===== src/rtl/cacheline_adapter_if.sv =====
// Bus bundles around the cache-line adapter: the cache-facing line port (dfp)
// and the burst-memory beat port (bmem).

interface cacheline_adapter_dfp_if #(
   parameter int LINE_WIDTH = 256
);
   logic [31:0]           dfp_addr;
   logic                  dfp_read;
   logic                  dfp_write;
   logic [LINE_WIDTH-1:0] dfp_wdata;
   logic [LINE_WIDTH-1:0] dfp_rdata;
   logic                  dfp_resp;

   // The cache drives requests; the adapter answers with the line and a pulse.
   modport master (
      output dfp_addr, dfp_read, dfp_write, dfp_wdata,
      input  dfp_rdata, dfp_resp
   );

   modport slave (
      input  dfp_addr, dfp_read, dfp_write, dfp_wdata,
      output dfp_rdata, dfp_resp
   );
endinterface

interface cacheline_adapter_bmem_if #(
   parameter int BUS_WIDTH = 64
);
   logic [31:0]          bmem_addr;
   logic                 bmem_read;
   logic                 bmem_write;
   logic [BUS_WIDTH-1:0] bmem_wdata;
   logic                 bmem_ready;
   logic [31:0]          bmem_raddr;
   logic [BUS_WIDTH-1:0] bmem_rdata;
   logic                 bmem_rvalid;

   // The adapter issues bursts; memory accepts them and returns tagged read beats.
   modport master (
      output bmem_addr, bmem_read, bmem_write, bmem_wdata,
      input  bmem_ready, bmem_raddr, bmem_rdata, bmem_rvalid
   );

   modport slave (
      input  bmem_addr, bmem_read, bmem_write, bmem_wdata,
      output bmem_ready, bmem_raddr, bmem_rdata, bmem_rvalid
   );
endinterface


===== src/rtl/cacheline_adapter.sv =====
// Splits cache-line reads and writebacks into fixed-length bursts of bus beats
// and reassembles returning read beats into a full line.

module cacheline_adapter #(
   parameter int LINE_WIDTH = 256,
   parameter int BUS_WIDTH  = 64
) (
   input logic                      clk,
   input logic                      rst,
   cacheline_adapter_dfp_if.slave   dfp,
   cacheline_adapter_bmem_if.master bmem
);

   localparam int BEATS       = LINE_WIDTH / BUS_WIDTH;
   localparam int CNT_W       = $clog2(BEATS);
   localparam int BEAT_SH     = $clog2(BUS_WIDTH);
   localparam int OFFSET_BITS = $clog2(LINE_WIDTH / 8);
   localparam logic [31:0] ADDR_MASK = ~((32'd1 << OFFSET_BITS) - 32'd1);

   typedef enum logic [2:0] {
      IDLE,
      RD_REQ,
      RD_BEATS,
      WR_BEATS,
      RESP
   } state_e;

   state_e                  state_q;
   logic [CNT_W-1:0]        cnt_q;
   logic [CNT_W-1:0]        cnt_d;
   logic [31:0]             addr_q;
   logic [LINE_WIDTH-1:0]   line_q;
   logic [LINE_WIDTH-1:0]   rdata_q;
   logic [BUS_WIDTH-1:0]    wdata_q;
   logic                    read_q;
   logic                    write_q;
   logic                    resp_q;

   logic                    lastBeat;
   logic                    beatHit;
   logic [CNT_W+BEAT_SH-1:0] rdIdx;
   logic [CNT_W+BEAT_SH-1:0] wrIdx;

   // Beat slots are power-of-two aligned, so a slot offset is just the count shifted.
   assign cnt_d    = cnt_q + 1'b1;
   assign lastBeat = (cnt_q == CNT_W'(BEATS - 1));
   assign beatHit  = bmem.bmem_rvalid && (bmem.bmem_raddr == addr_q);
   assign rdIdx    = {cnt_q, BEAT_SH'(0)};
   assign wrIdx    = {cnt_d, BEAT_SH'(0)};

   // Whole transfer sequencer; every bus-facing output comes straight from a flop.
   // The next write beat is preloaded as the current one is consumed so the
   // data is already stable when the memory stalls.
   always_ff @(posedge clk) begin
      if (rst) begin
         state_q <= IDLE;
         cnt_q   <= '0;
         addr_q  <= '0;
         line_q  <= '0;
         rdata_q <= '0;
         wdata_q <= '0;
         read_q  <= 1'b0;
         write_q <= 1'b0;
         resp_q  <= 1'b0;
      end else begin
         unique case (state_q)
            IDLE: begin
               if (dfp.dfp_write) begin
                  addr_q  <= dfp.dfp_addr & ADDR_MASK;
                  line_q  <= dfp.dfp_wdata;
                  wdata_q <= dfp.dfp_wdata[BUS_WIDTH-1:0];
                  cnt_q   <= '0;
                  write_q <= 1'b1;
                  state_q <= WR_BEATS;
               end else if (dfp.dfp_read) begin
                  addr_q  <= dfp.dfp_addr & ADDR_MASK;
                  read_q  <= 1'b1;
                  state_q <= RD_REQ;
               end
            end
            RD_REQ: begin
               if (bmem.bmem_ready) begin
                  read_q  <= 1'b0;
                  cnt_q   <= '0;
                  state_q <= RD_BEATS;
               end
            end
            RD_BEATS: begin
               if (beatHit) begin
                  rdata_q[rdIdx +: BUS_WIDTH] <= bmem.bmem_rdata;
                  cnt_q <= cnt_d;
                  if (lastBeat) begin
                     resp_q  <= 1'b1;
                     state_q <= RESP;
                  end
               end
            end
            WR_BEATS: begin
               if (bmem.bmem_ready) begin
                  cnt_q <= cnt_d;
                  if (lastBeat) begin
                     write_q <= 1'b0;
                     resp_q  <= 1'b1;
                     state_q <= RESP;
                  end else begin
                     wdata_q <= line_q[wrIdx +: BUS_WIDTH];
                  end
               end
            end
            RESP: begin
               resp_q  <= 1'b0;
               state_q <= IDLE;
            end
            default: begin
               state_q <= IDLE;
            end
         endcase
      end
   end

   assign dfp.dfp_rdata   = rdata_q;
   assign dfp.dfp_resp    = resp_q;
   assign bmem.bmem_addr  = addr_q;
   assign bmem.bmem_read  = read_q;
   assign bmem.bmem_write = write_q;
   assign bmem.bmem_wdata = wdata_q;

endmodule


===== src/flat_wrapper.sv =====
// flat-port wrapper written by rule: the top's interface ports become plain ports
module cacheline_adapter_flat 
#(
   parameter int LINE_WIDTH = 256,
   parameter int BUS_WIDTH  = 64
)
  (clk, rst, dfp_dfp_addr, dfp_dfp_read, dfp_dfp_write, dfp_dfp_wdata, dfp_dfp_rdata, dfp_dfp_resp, bmem_bmem_addr, bmem_bmem_read, bmem_bmem_write, bmem_bmem_wdata, bmem_bmem_ready, bmem_bmem_raddr, bmem_bmem_rdata, bmem_bmem_rvalid);
  cacheline_adapter_dfp_if #(.LINE_WIDTH(LINE_WIDTH)) dfp_i ();
  cacheline_adapter_bmem_if #(.BUS_WIDTH(BUS_WIDTH)) bmem_i ();
  input logic clk;
  input logic rst;
  input wire logic [$bits(dfp_i.dfp_addr)-1:0] dfp_dfp_addr;
  input wire logic [$bits(dfp_i.dfp_read)-1:0] dfp_dfp_read;
  input wire logic [$bits(dfp_i.dfp_write)-1:0] dfp_dfp_write;
  input wire logic [$bits(dfp_i.dfp_wdata)-1:0] dfp_dfp_wdata;
  output wire logic [$bits(dfp_i.dfp_rdata)-1:0] dfp_dfp_rdata;
  output wire logic [$bits(dfp_i.dfp_resp)-1:0] dfp_dfp_resp;
  output wire logic [$bits(bmem_i.bmem_addr)-1:0] bmem_bmem_addr;
  output wire logic [$bits(bmem_i.bmem_read)-1:0] bmem_bmem_read;
  output wire logic [$bits(bmem_i.bmem_write)-1:0] bmem_bmem_write;
  output wire logic [$bits(bmem_i.bmem_wdata)-1:0] bmem_bmem_wdata;
  input wire logic [$bits(bmem_i.bmem_ready)-1:0] bmem_bmem_ready;
  input wire logic [$bits(bmem_i.bmem_raddr)-1:0] bmem_bmem_raddr;
  input wire logic [$bits(bmem_i.bmem_rdata)-1:0] bmem_bmem_rdata;
  input wire logic [$bits(bmem_i.bmem_rvalid)-1:0] bmem_bmem_rvalid;
  assign dfp_i.dfp_addr = dfp_dfp_addr;
  assign dfp_i.dfp_read = dfp_dfp_read;
  assign dfp_i.dfp_write = dfp_dfp_write;
  assign dfp_i.dfp_wdata = dfp_dfp_wdata;
  assign dfp_dfp_rdata = dfp_i.dfp_rdata;
  assign dfp_dfp_resp = dfp_i.dfp_resp;
  assign bmem_bmem_addr = bmem_i.bmem_addr;
  assign bmem_bmem_read = bmem_i.bmem_read;
  assign bmem_bmem_write = bmem_i.bmem_write;
  assign bmem_bmem_wdata = bmem_i.bmem_wdata;
  assign bmem_i.bmem_ready = bmem_bmem_ready;
  assign bmem_i.bmem_raddr = bmem_bmem_raddr;
  assign bmem_i.bmem_rdata = bmem_bmem_rdata;
  assign bmem_i.bmem_rvalid = bmem_bmem_rvalid;
  cacheline_adapter #(.LINE_WIDTH(LINE_WIDTH), .BUS_WIDTH(BUS_WIDTH)) u_core (.clk(clk), .rst(rst), .dfp(dfp_i), .bmem(bmem_i));
endmodule

===== config.mk =====
export PLATFORM = sky130hd
export DESIGN_NAME = cacheline_adapter_flat
export DESIGN_NICKNAME = d
export VERILOG_FILES = /design/src/rtl/cacheline_adapter_if.sv /design/src/rtl/cacheline_adapter.sv /design/src/flat_wrapper.sv
export SDC_FILE = /design/constraint.sdc
export NUM_CORES = 1
export LEC_CHECK = 0
export BUFFER_PORTS_ARGS = -buffer_cell sky130_fd_sc_hd__buf_4
export CAP_MARGIN = 25
export CELL_PAD_IN_SITES_DETAIL_PLACEMENT = 0
export CELL_PAD_IN_SITES_GLOBAL_PLACEMENT = 2
export CORE_AREA = 4 4 290 292
export DETAILED_ROUTE_END_ITERATION = 8
export DIE_AREA = 0 0 294 296
export PLACE_DENSITY = 0.8
export SKIP_LAST_GASP = 1
export SLEW_MARGIN = 20
export SYNTH_ARGS = -nofsm -noshare
export SYNTH_HDL_FRONTEND = slang
export SYNTH_SLANG_ARGS = --single-unit

===== constraint.sdc =====
create_clock -name clk -period 5.38 [get_ports clk]
set_input_delay 0.538 -clock clk [delete_from_list [all_inputs] [get_ports clk]]
set_output_delay 0.538 -clock clk [all_outputs]
set_load 0.05 [all_outputs]

==> run metrics, run 1 <==
largest net degree at the start of global routing=138; die footprint=around 87000 um2; Max Fclk=272 MHz; final net count=3830; Sum Neg Setup Slack=0 ns; clk sinks=611; Peak VDD IR=between 0.2 and 0.3 mV; Die H=296 um; IO Pins=745; Net Sw Power=5180 uW; ys async rst share=0%; Seq cells post-synth=~600; reg2reg path depth=6; Reg power frac=37.7%; WL/cell=around 21 um; Netlist cell types=43; Clock Skew=0.0406 ns; setup slack, reg-to-reg=1.70 ns; Detailed Routing Iterations Pass 1=5; GRT overflow=0; synthesis-to-layout area growth=33.4%; CTS buffer count=about 70; switching part of the total power=35.7%; routed via count=22145; Clock Power Share=32.9%; CP Class=reg2reg; Seq/Total Area, Yosys=50.2%; commonest non-fill, non-tap cell in the layout=nand2_1; fill count=8513; combinational power share=29.4%; # rows=between 100 and 150; die width=294 um; clock-pin slew on the worst setup and hold paths=0.06 ns; Hold Path Class=in2reg; DP Wirelength=62.8 mm; post-synth top area share=between 50% and 60%; EDFF count, synth=0; RSZ-0062 raised after global routing=no; Syn Area/Cell=8.57 um2; CTS Hold Bufs=0; Worst Hold Endpoint=u_core.bmem.bmem_read$_SDFFE_PP0P_; CP Max Fanout=64; Root Buffer=clkbuf_16; Final GP Congestion=0.776; Bufs on Longest Clock Path=3; YS warnings=0; ys flop type=dfxtp_1; Critical Path End Type=flip-flop; Remaining DRCs=0; Post-Syn Instances=between 2000 and 3000; WP data arrival=4.18 ns; global router's overall resource usage=20.4%; initial antenna violation count=16; r2r endpoint=u_core.dfp.dfp_rdata[174]$_SDFFE_PP0P_; Mapped Area=24400 um2; P_int=9330 uW; Max Cap Viol=0; share of layout cells above drive strength 1=about 27%; drt initial violations=1221; PortBufs=734; Power Density=446 nW/um2; multi-input logic area=10800 um2; vias per cell=4.86; Worst EP required=5.88 ns; Critical Path Max Stage Delay=roughly 1 ns; area of the core=81600 um2; Post-CTS Setup Repair Bufs=0; Worst-Margin Slew=~1.0 ns; first-pass GRT wire length=138 mm; final number of setup-violating endpoints=0; Setup crit start kind=flip-flop; leakage dissipation=0.0131 uW; post-route worst setup slack=roughly 1.7 ns; Tmin final=3.68 ns; fin. max-slew vios=0; clk_lat worst skew=0.61 ns; Slowest-stage cell, CP=ha_4; Final ANT Viol Nets=0; post-synth top area cell=dfxtp_1; Slew headroom=30.0%; DRT Wirelength=~95 mm; starting density of the core=29.9%; CP cell instances=inv_1, ha_4, nor3b_2, buf_4, nand3_1, a21oi_1; Post-Place Setup Slack=1.60 ns; htree depth=3; status=finished, final reports clean; vias in the first global route=between 20000 and 25000; Post-CTS Resized=0; RR Startpoint=u_core.cnt_q[0]$_SDFFE_PP0P_; Seq. cell area=roughly 12000 um2; top post-synthesis cells by area=dfxtp_1, nand2_1, a21oi_1; TritonCTS clock tree=done; most frequent cells in the layout=nand2_1, buf_4, dfxtp_1; hold_sp=bmem_bmem_ready; Min-Delay Path Depth=2; Final Hold Vio Count=0; period utilization=68.4%
-- logic make-up (layout without fill, tap and decap cells) --
kind of cell	Yosys count	after routing	synth area share [%]
and+or+nand+nor	1202	1202	20.5
AOI/OAI and AO/OA	615	615	13.4
DFF	611	611	50.2
buffers and inverters	255	888	6.10
muxes	127	127	8.50
xor gates and xnor gates	27	27	0.971
adders and majority gates	6	6	0.308
other	1	15	0.0154
-- sequential cells by signal, indices dropped and copies added (netlist names) --
name                    flops
u_core.bmem.bmem_addr      27
u_core.bmem.bmem_write      1
u_core.bmem.bmem_read       1
u_core.bmem.bmem_wdata     64
u_core.cnt_q                2
u_core.dfp.dfp_resp         1
u_core.state_q              3
u_core.dfp.dfp_rdata      256
u_core.line_q             256
-- power by group through the flow --
stage               logic, uW  clock network, uW  registers (uW)
finish                   4270               4770            5470
global route             4640               5110            5540
CTS                      4340               4910            5470
detailed placement       4330                  0            5560
global placement         4300                  0            5550
floorplan                2210                  0            6170
-- Yosys cell counts (4+ instances only) --
cell	count
mux2i_1	63
xnor2_1	7
dfxtp_1	611
a21oi_1	541
mux4_2	64
buf_1	9
ha_1	6
nand3_1	258
nor3_1	4
buf_12	28
a211oi_1	65
and4_4	4
clkbuf_1	172
xor2_1	20
nor3b_1	4
buf_4	5
nor4_1	7
nor2_1	73
buf_2	37
nand2_1	830
-- cell type report --
class / instances / area share, %
flip-flops and latches: 611 / 37.7
multi-input cells: 1982 / 33.1
repair buffers: 764 / 18.0
clock buffers: 109 / 6.50
well taps: 1070 / 4.12
clock inverters: 12 / 0.543
diodes: 10 / 0.0770
inverters: 3 / 0.0347
-- worst max-delay path by stage --
stage | endpoint | depth (start not counted) | start
after detailed placement | u_core.dfp.dfp_rdata[174]$_SDFFE_PP0P_ | 6 | u_core.cnt_q[0]$_SDFFE_PP0P_
final | u_core.dfp.dfp_rdata[174]$_SDFFE_PP0P_ | 6 | u_core.cnt_q[0]$_SDFFE_PP0P_
after global routing | u_core.dfp.dfp_rdata[174]$_SDFFE_PP0P_ | 6 | u_core.cnt_q[0]$_SDFFE_PP0P_
after global placement | u_core.dfp.dfp_rdata[54]$_SDFFE_PP0P_ | 8 | bmem_bmem_raddr[3]
after floorplan | u_core.bmem.bmem_wdata[42]$_SDFFE_PP0P_ | 8 | u_core.cnt_q[0]$_SDFFE_PP0P_
after CTS | u_core.dfp.dfp_rdata[174]$_SDFFE_PP0P_ | 6 | u_core.cnt_q[0]$_SDFFE_PP0P_
-- critical path: cells and delay by family, from the launching register on --
| kind | cells | cell delay, ns |
|---|---|---|
| adder cells (fa/ha/maj) | 1 | 0.98 |
| AO/OA/AOI/OAI | 1 | 0.20 |
| buffers and inverters | 2 | 1.03 |
| flip-flops | 1 | 0.77 |
| AND/OR/NAND/NOR | 2 | 0.57 |
-- layer usage --
metal  wire [um]  track usage [%]
met1       38600             25.1
met2       45500             34.4
met3        8790             7.17
met4        1920             5.14
met5          96                0
-- per-stage QoR --
step | power (uW) | hold WS [ns] | utilization, % | cell area, um2 | cells
after global routing | 15300 | 0.145 | 39.8 | 32500 | 4552
after floorplan | 8380 | 0.433 | - | 24400 | 2848
final | 14500 | 0.160 | 39.8 | 32500 | 4561
after detailed placement | 9890 | 0.444 | 37.0 | 30200 | 4429
after global placement | 9860 | 0.439 | 36.9 | 30100 | 4427
after CTS | 14700 | 0.115 | 39.8 | 32500 | 4550
(Power assumes the default switching activity.)
==> run 2: changes to the inputs <==
--- a/config.mk
+++ b/config.mk
@@ -9,10 +9,10 @@
 export CAP_MARGIN = 25
 export CELL_PAD_IN_SITES_DETAIL_PLACEMENT = 0
 export CELL_PAD_IN_SITES_GLOBAL_PLACEMENT = 2
-export CORE_AREA = 4 4 290 292
+export CORE_MARGIN = 4
+export CORE_UTILIZATION = 29
 export DETAILED_ROUTE_END_ITERATION = 8
-export DIE_AREA = 0 0 294 296
-export PLACE_DENSITY = 0.8
+export PLACE_DENSITY = 0.78
 export SKIP_LAST_GASP = 1
 export SLEW_MARGIN = 20
 export SYNTH_ARGS = -nofsm -noshare
==> constraint.sdc (replaced) <==
create_clock -name clk -period 3.6 [get_ports clk]
set_input_delay 0.36 -clock clk [delete_from_list [all_inputs] [get_ports clk]]
set_output_delay 0.36 -clock clk [all_outputs]
set_load 0.05 [all_outputs]
==> run metrics, run 2 (synthesis gave the netlist of run 1 again) <==
status=finished, final reports clean; area of the core=approximately 83000 um2; Reg power frac=~37%; Post-CTS Resized=0; Slew headroom=about two fifths; largest net degree at the start of global routing=98; worst path bufs/invs=1; Placed Area=30600 um2; global router's overall resource usage=21.2%; initial antenna violation count=18; Hold Path Class=in2reg; WL/cell=20.1 um; Max Fclk=between 300 and 400 MHz; Slowest-stage cell, CP=and4_4; combinational power share=31.2%; final number of setup-violating endpoints=0; most frequent cells in the layout=nand2_1, buf_4, dfxtp_1; P_int=between 10000 and 15000 uW; drt initial violations=between 1000 and 1500; Die H=298 um; Worst-Margin Slew=0.918 ns; commonest non-fill, non-tap cell in the layout=nand2_1; IO Pins=745; die footprint=88700 um2; vias in the first global route=23078; Final Hold Vio Count=0; Net Sw Power=about 8000 uW; Clock Skew=0.0275 ns; die width=298 um; Worst EP required=4.12 ns; final net count=4145; DP Wirelength=~67 mm; CP cell instances=xor2_1, nor4_1, and4_1, and4_4, buf_4, nand3_1, a21oi_1; GRT overflow=0; starting density of the core=29.2%; CP Max Fanout=25; Post-Layout Inst Area=between 30000 and 40000 um2; Final ANT Viol Nets=0; DRT Wirelength=98.2 mm; clk sinks=611; CP Class=reg2reg; first-pass GRT wire length=148 mm; Clock Power Share=32.1%; htree depth=3; # rows=106; leakage dissipation=0.0145 uW; Peak VDD IR=0.428 mV; CTS buffer count=73; Final GP Congestion=0.793; TritonCTS clock tree=done; Hold WS=between 0.04 and 0.05 ns; Root Buffer=clkbuf_16; vias per cell=about 4.8; Critical Path End Type=flip-flop; clock-pin slew on the worst setup and hold paths=0.06 ns; Max Cap Viol=0; WP data arrival=3.47 ns; Setup crit start kind=flip-flop; routed via count=23457; Bufs on Longest Clock Path=3; largest delay contributor family on the critical path=simple AND/OR/NAND/NOR gates; Sum Neg Setup Slack=0 ns; Post-Place Setup Slack=0.514 ns; synthesis-to-layout area growth=46.7%; post-route worst setup slack=0.642 ns; Remaining DRCs=0; Power Density=619 nW/um2; Critical Path Max Stage Delay=0.62 ns; share of layout cells above drive strength 1=between 20% and 30%; period utilization=82.2%; Tmin final=about 3 ns; fin. max-slew vios=0; Detailed Routing Iterations Pass 1=7; switching part of the total power=35.9%; clk_lat worst skew=0.61 ns; PortBufs=about 730; RSZ-0062 raised after global routing=no
## run 2: changes by cell type in the layout (fill, tap and decap cells not counted), sizes merged
cell         previous run  this run
buf                   764       798
clkbuf                109       111
bufinv                  2         0
clkinv                  8        12
clkinvlp                0         1
dlygate4sd3             0       280
diode                  10        14
## run 2: tightest hold or removal path, cell delays in order
cell     delay (ns)
buf_4          0.11
nand2_1        0.06
a21oi_1        0.06
## run 2: path summary, 6_finish.rpt
kind | end | slack (ns) | depth (start not counted) | start
max | u_core.dfp.dfp_rdata[143]$_SDFFE_PP0P_ | 0.64 | 7 | u_core.bmem.bmem_addr[17]$_SDFFE_PP0P_
min | u_core.line_q[81]$_SDFFE_PP0P_ | 0.05 | 3 | dfp_dfp_wdata[81]
max reg2reg | u_core.dfp.dfp_rdata[143]$_SDFFE_PP0P_ | 0.64 | 7 | u_core.bmem.bmem_addr[17]$_SDFFE_PP0P_
min reg2reg | u_core.dfp.dfp_rdata[200]$_SDFFE_PP0P_ | 0.45 | 2 | u_core.dfp.dfp_rdata[200]$_SDFFE_PP0P_
## run 2: repair_timing
action | CTS | global route
buffers inserted | 0 | 0
hold buffers | 280 | 0
endpoints found under the hold margin | 286 | 0
## run 2: cell type report
class | count | area [um2]
Fill cell | 8557 | 47700
Antenna cell | 14 | 35.0
Inverter | 3 | 11.3
Sequential cell | 611 | 12200
Clock buffer | 111 | 2130
Tap cell | 1080 | 1350
Clock inverter | 15 | 138
Multi-Input combinational cell | 1982 | 10800
Timing Repair Buffer | 1078 | 9100
## run 2: per-layer routing
metal  track usage, %  wire length, um  up-vias
met5                0               28        -
met4             5.88             2520        6
met3             5.49             6870      130
met2             35.9            47300      707
met1             26.8            41500    11096
li1                 -                -    11518
## run 2: power by group through the flow
stage	Sequential [uW]	Clock [uW]	Combinational [uW]
2_1_floorplan	9230	0	3300
3_3_place_gp	8250	0	6720
3_5_place_dp	8270	0	6760
4_1_cts	8130	7330	7030
5_1_grt	8230	7610	7510
6_report	8130	7110	6900
## run 2: stage by stage
step / util (%) / instances / total power, uW
floorplan: - / 2848 / 12500
global placement: 36.7 / 4474 / 15000
detailed placement: 36.7 / 4474 / 15000
CTS: 42.8 / 4880 / 22500
global route: 42.8 / 4891 / 23300
finish: 42.9 / 4894 / 22100
